==> src/rtl/uart_tx_buffer.sv <==
// Buffered 8N1 UART transmitter: a small circular FIFO drained by a baud-rate FSM onto txd.
// Optional `UART_TX_CRLF_EN: a CR frame is sent ahead of every LF taken from the FIFO.
module uart_tx_buffer #(
    parameter int CLKS_PER_BIT = 868,
    parameter int DEPTH        = 16
) (
    input  logic                     clk,
    input  logic                     rstd,
    input  logic [7:0]               uart,
    input  logic                     uart_we,
    output logic                     txd,
    output logic                     busy,
    output logic                     full,
    output logic                     overflow,
    output logic [$clog2(DEPTH):0]   level
);

    localparam int AW = $clog2(DEPTH);
    localparam int LW = AW + 1;
    localparam int BW = (CLKS_PER_BIT > 1) ? $clog2(CLKS_PER_BIT) : 1;
    localparam logic [BW-1:0] BAUD_LAST  = BW'(CLKS_PER_BIT - 1);
    localparam logic [LW-1:0] LEVEL_FULL = LW'(DEPTH);

    typedef enum logic [1:0] {IDLE, START, DATA, STOP} state_e;

    logic [7:0]    mem_q [DEPTH];
    logic [AW-1:0] wr_ptr_q, wr_ptr_d;
    logic [AW-1:0] rd_ptr_q, rd_ptr_d;
    logic [LW-1:0] level_q, level_d;
    logic          overflow_q;

    state_e        state_q;
    logic [BW-1:0] baud_q;
    logic [2:0]    bit_idx_q;
    logic [7:0]    shift_q;
    logic          txd_q;

    logic          push;
    logic          pop;
    logic          load;
    logic          bit_end;
    logic [7:0]    load_byte;

    assign full    = (level_q == LEVEL_FULL);
    assign push    = uart_we && !full;
    assign bit_end = (baud_q == BAUD_LAST);
    // A new frame is loaded from IDLE or straight out of the last STOP cycle, so frames abut.
    assign load    = (level_q != '0) && ((state_q == IDLE) || ((state_q == STOP) && bit_end));

`ifdef UART_TX_CRLF_EN
    logic cr_pend_q;
    logic insert_cr;

    assign insert_cr = (mem_q[rd_ptr_q] == 8'h0A) && !cr_pend_q;
    assign pop       = load && !insert_cr;
    assign load_byte = insert_cr ? 8'h0D : mem_q[rd_ptr_q];

    always_ff @(posedge clk or posedge rstd) begin
        if (rstd) begin
            cr_pend_q <= 1'b0;
        end else if (load) begin
            cr_pend_q <= insert_cr;
        end
    end
`else
    assign pop       = load;
    assign load_byte = mem_q[rd_ptr_q];
`endif

    always_comb begin
        // NOTE: every always_comb output gets a default first so no latch is inferred.
        wr_ptr_d = wr_ptr_q;
        rd_ptr_d = rd_ptr_q;
        level_d  = level_q;
        if (push) wr_ptr_d = wr_ptr_q + AW'(1);
        if (pop)  rd_ptr_d = rd_ptr_q + AW'(1);
        case ({push, pop})
            2'b10:   level_d = level_q + LW'(1);
            2'b01:   level_d = level_q - LW'(1);
            default: level_d = level_q;
        endcase
    end

    // NOTE: storage carries no reset; validity is tracked by the pointers and level alone.
    always_ff @(posedge clk) begin
        if (push) mem_q[wr_ptr_q] <= uart;
    end

    // NOTE: sequential state uses non-blocking assignments so all registers update together.
    always_ff @(posedge clk or posedge rstd) begin
        if (rstd) begin
            wr_ptr_q   <= '0;
            rd_ptr_q   <= '0;
            level_q    <= '0;
            overflow_q <= 1'b0;
        end else begin
            wr_ptr_q   <= wr_ptr_d;
            rd_ptr_q   <= rd_ptr_d;
            level_q    <= level_d;
            overflow_q <= overflow_q | (uart_we && full);
        end
    end

    always_ff @(posedge clk or posedge rstd) begin
        if (rstd) begin
            state_q   <= IDLE;
            baud_q    <= '0;
            bit_idx_q <= '0;
            shift_q   <= '0;
            txd_q     <= 1'b1;
        end else begin
            case (state_q)
                IDLE: begin
                    baud_q <= '0;
                    if (load) begin
                        shift_q   <= load_byte;
                        bit_idx_q <= '0;
                        txd_q     <= 1'b0;
                        state_q   <= START;
                    end else begin
                        txd_q <= 1'b1;
                    end
                end
                START: begin
                    if (bit_end) begin
                        baud_q  <= '0;
                        txd_q   <= shift_q[0];
                        state_q <= DATA;
                    end else begin
                        baud_q <= baud_q + BW'(1);
                    end
                end
                DATA: begin
                    if (bit_end) begin
                        baud_q <= '0;
                        if (bit_idx_q == 3'd7) begin
                            txd_q   <= 1'b1;
                            state_q <= STOP;
                        end else begin
                            shift_q   <= shift_q >> 1;
                            txd_q     <= shift_q[1];
                            bit_idx_q <= bit_idx_q + 3'd1;
                        end
                    end else begin
                        baud_q <= baud_q + BW'(1);
                    end
                end
                STOP: begin
                    if (bit_end) begin
                        baud_q <= '0;
                        if (load) begin
                            shift_q   <= load_byte;
                            bit_idx_q <= '0;
                            txd_q     <= 1'b0;
                            state_q   <= START;
                        end else begin
                            state_q <= IDLE;
                        end
                    end else begin
                        baud_q <= baud_q + BW'(1);
                    end
                end
                default: begin
                    txd_q   <= 1'b1;
                    state_q <= IDLE;
                end
            endcase
        end
    end

    assign txd      = txd_q;
    assign busy     = (state_q != IDLE) || (level_q != '0);
    assign level    = level_q;
    assign overflow = overflow_q;

endmodule

==> config.mk <==
export PLATFORM = sky130hd
export DESIGN_NAME = uart_tx_buffer
export DESIGN_NICKNAME = d
export VERILOG_FILES = /design/src/rtl/uart_tx_buffer.sv
export SDC_FILE = /design/constraint.sdc
export NUM_CORES = 1
export LEC_CHECK = 0
export ABC_AREA = 1
export ABC_CLOCK_PERIOD_IN_PS = 5300
export BUFFER_PORTS_ARGS = -buffer_cell sky130_fd_sc_hd__buf_2
export CAP_MARGIN = 25
export CORE_ASPECT_RATIO = 1.75
export CORE_MARGIN = 3
export CORE_UTILIZATION = 30
export CTS_CLUSTER_SIZE = 40
export DETAILED_ROUTE_END_ITERATION = 6
export GPL_TIMING_DRIVEN = 1
export HOLD_SLACK_MARGIN = 0.08
export SLEW_MARGIN = 20
export SYNTH_ARGS = -nofsm -noshare
export SYNTH_HDL_FRONTEND = slang
export SYNTH_SLANG_ARGS = --single-unit
==> constraint.sdc <==
create_clock -name clk -period 5.3 [get_ports clk]
set_input_delay 1.06 -clock clk [delete_from_list [all_inputs] [get_ports clk]]
set_output_delay 1.06 -clock clk [all_outputs]
set_load 0.03 [all_outputs]
==> qor_table.md <==
| Item | This run |
|:---|:---|
| Crit path max-delay family | buffers and inverters |
| Parity-gate share of the synthesized area counting xor and xnor cells | 1.22% |
| Delay of the slowest critical-path stage | 0.41 ns |
| Core box area | 23,400 µm² |
| Total track usage | 12.5% |
| Post-synthesis simple-gate area fraction | 14.5% |
| Routed WL per cell | 15.9 µm |
| Worst Path Arrival | 2.08 ns |
| Clock-pin slew on the worst setup and hold paths | 0.07 ns |
| Type of origin of the critical path | register |
| Compound-gate portion of the synthesized area | 10.6% |
| Via count of the first global-routing pass | 4,634 |
| Type of destination of the critical path | output port |
| Upper clock frequency limit | 318 MHz |
| Starting Density | 30.6% |
| Result of the run | finished, final reports clean |
| Synth area leader | edfxtp_1 |
| Top cells by area, synth | edfxtp_1 54%, dfrtp_1 13%, nor2_1 7.1% |
| RSZ-0062 raised after global routing | no |
| Gp weighted congestion | 0.751 |
| Deepest clock path buffer count | 2 |
| Met2 routing resource usage after global routing | 22.7% |
| Insertion delay to the later sink of the worst-skew pair | 0.42 ns |
| Quantity of hold-fixing buffers added after cts | 0 |
| Final Net Count | 678 |
| Pre-antenna DRT Iters | 5 |
| Post-CTS Resized | 0 |
| Buffers added on ports | 19 |
| Average footprint of a synthesized cell | 11.2 µm² |
| Req. time, crit path | 4.24 ns |
| Main combinational cell family by area after synthesis | simple AND/OR/NAND/NOR gates |
| Period utilization | 59.3% |
| Post-CTS Setup Inserts | 0 |
| Share of final-layout standard cells stronger than drive strength 1 | 10.1% |
| Floorplan die area | 25,800 µm² |
| CTS root buf | clkbuf_16 |
| Diode insertion count for antenna repair | 0 |
| DP Wirelength | 10,400 µm |
| Top cell type's share of synthesized area | 53.7% |
| Number of buffers created by CTS | 17 |
| Number of maximum-capacitance constraint violations | 0 |
| Rows | 74 |
| Flop and latch count out of synthesis | 166 |
| Wire length of the first global-routing pass | 24,300 µm |
| Aggregate routed wire length | 15,400 µm |
| Antenna-violating nets left | 0 |
| Antenna violations before repair | 0 |
| Largest driver fanout on the critical path | 6 |
| Count of different cell masters after synthesis | 39 |
| Most common library cell in the layout ignoring fill and taps | nor2_1 |
| Worst-path cell with the longest stage delay | dfrtp_1 |
| Setup-failing EPs final | 0 |
| Category of the critical setup timing path | register to output port |
| Multiplexer share of the synthesized area | 0.140% |
| Series of cell instances along the critical path | inv_1 > ha_1 > inv_1 > nand2_1 > nand2_1 > inv_1 > nand2_4 > nand2_1 > buf_2 |
| DR iter-0 viols | 330 |
| Crit path buffers/inverters | 4 |
| Fraction of met3 tracks used by global routing | 2.07% |
| Area added between synthesis and finish | 13.4% |
| Leading cell types in the layout, fill and taps excluded | 136 x nor2_1, 128 x edfxtp_1, 74 x nand2_1 |
| Final setup skew | 0.0107 ns |
| Reg-to-Reg Start | state_q[1] |
| LEAKAGE | 2.99 nW |
| Final min period | 3.14 ns |
| Slew Limit Headroom | 41.4% |
| Post-synthesis instance area | 7160 µm² |
| Tightest Pin Transition | 0.875 ns |
| Fin. Hold Viols | 0 |
| Most used routing layer | met2 |
| Final non-filler cell total | 969 |
| Die Span Y | 210 µm |
| Accumulated negative setup slack | 0 ns |
| Number of clock sinks | 166 |
| Worst hold slack across all endpoints | 0.465 ns |
| Power per cell area | 557 nW/µm² |
| DR DRC count | 0 |
| Hold Crit Class | register to register |
| Number of nets produced by synthesis | 663 |
| Origin of the worst min-delay path | overflow |
| Vias per cell | 4.71 |
| Final number of max-transition violations | 0 |
| Level count of the clock H-tree | 4 |
| Synthesis Warnings | 0 |
| Count of pins on the block boundary | 20 |
| Maximum number of pins on one net before global-route repair | 68 |
| Startpoint of the most critical setup path | state_q[1] |
| Routed via count | 4,562 |
| Number of standard cells after synthesis | 637 |
| Placed Cells incl. Taps | 937 |
| Max VDD drop | 254 µV |
| Die X-Extent | 123 µm |
| Register area share after synthesis | 67.0% |
| Area share of fa/ha/maj cells after synthesis | 2.62% |
| Met1 layer usage reported by global route | 13.9% |
| Remaining global-route overflow | 0 |
| TritonCTS clock tree | built |
[sequential cells by signal (all words and copies together), names as in the netlist]
name / flops
baud_q: 10
bit_idx_q: 3
level: 5
mem_q: 128
overflow: 1
rd_ptr_q: 4
shift_q: 8
state_q: 2
txd: 1
wr_ptr_q: 4
[cells in the mapped netlist (all sizes together)]
cell,instances
nor2,136
edfxtp,128
nand2,76
o21ai,74
dfrtp,37
inv,35
nand3,29
o211ai,29
buf,15
ha,15
clkbuf,13
xor2,8
a21oi,7
nand4,6
a31oi,5
nor3,4
o221ai,4
clkinv,3
nor3b,2
o22ai,2
xnor2,2
a21o,1
a41oi,1
and2,1
dfstp,1
mux2i,1
nor4,1
o221a,1
[final cells by class]
class | instances | area [µm²]
Fill cell | 2287 | 15300
Sequential cell | 166 | 4800
Multi-Input combinational cell | 405 | 2080
Clock buffer | 17 | 425
Tap cell | 304 | 380
Clock inverter | 15 | 154
Inverter | 38 | 143
Timing Repair Buffer | 24 | 133
[per-layer routing]
metal / vias up / wire length, µm
met1: 2184 / 5920
li1: 2261 / -
met5: - / 0
met2: 91 / 8680
met3: 26 / 514
met4: 0 / 328
[worst register-to-register path: cells and delay by family (launching register included)]
family	cells	cell delay [ns]
XOR/XNOR	1	0.20
adder cells (fa/ha/maj)	3	0.69
buffers and inverters	5	0.58
flip-flops	1	0.41
AND/OR/NAND/NOR	9	0.65
[where the power goes]
part           internal [mW]  switching (mW)
combinational          0.475            1.10
clock                  0.631           0.556
sequential              1.63           0.132
total                   2.74            1.78
[metrics by stage]
stage | cell area (µm²) | power (mW) | util [%] | worst slack (ns)
2_1_floorplan | 7160 | 2.94 | - | 2.87
3_3_place_gp | 7540 | 3.36 | 32.2 | 2.55
3_5_place_dp | 7540 | 3.38 | 32.2 | 2.51
4_1_cts | 8120 | 4.57 | 34.6 | 2.10
5_1_grt | 8120 | 4.84 | 34.6 | 1.99
6_report | 8120 | 4.52 | 34.6 | 2.16
[kinds of logic (layout without fill, tap and decap cells)]
group | after synthesis | count (layout)
muxes | 1 | 1
buffers and inverters | 66 | 94
xor gates and xnor gates | 10 | 10
AOI/OAI and AO/OA | 124 | 124
adders and majority gates | 15 | 15
DFF | 166 | 166
and+or+nand+nor | 255 | 255
[worst paths after layout]
path                               end  slack [ns]  cells past startpoint
max                               busy        2.16                      9
min                           overflow        0.47                      1
max reg2reg                   level[4]        2.67                     18
min reg2reg                   overflow        0.47                      1
max in group asynchronous  rd_ptr_q[0]        4.17                      3
min in group asynchronous     overflow        0.75                      3
No activity file was read; power rests on OpenSTA's default activity.
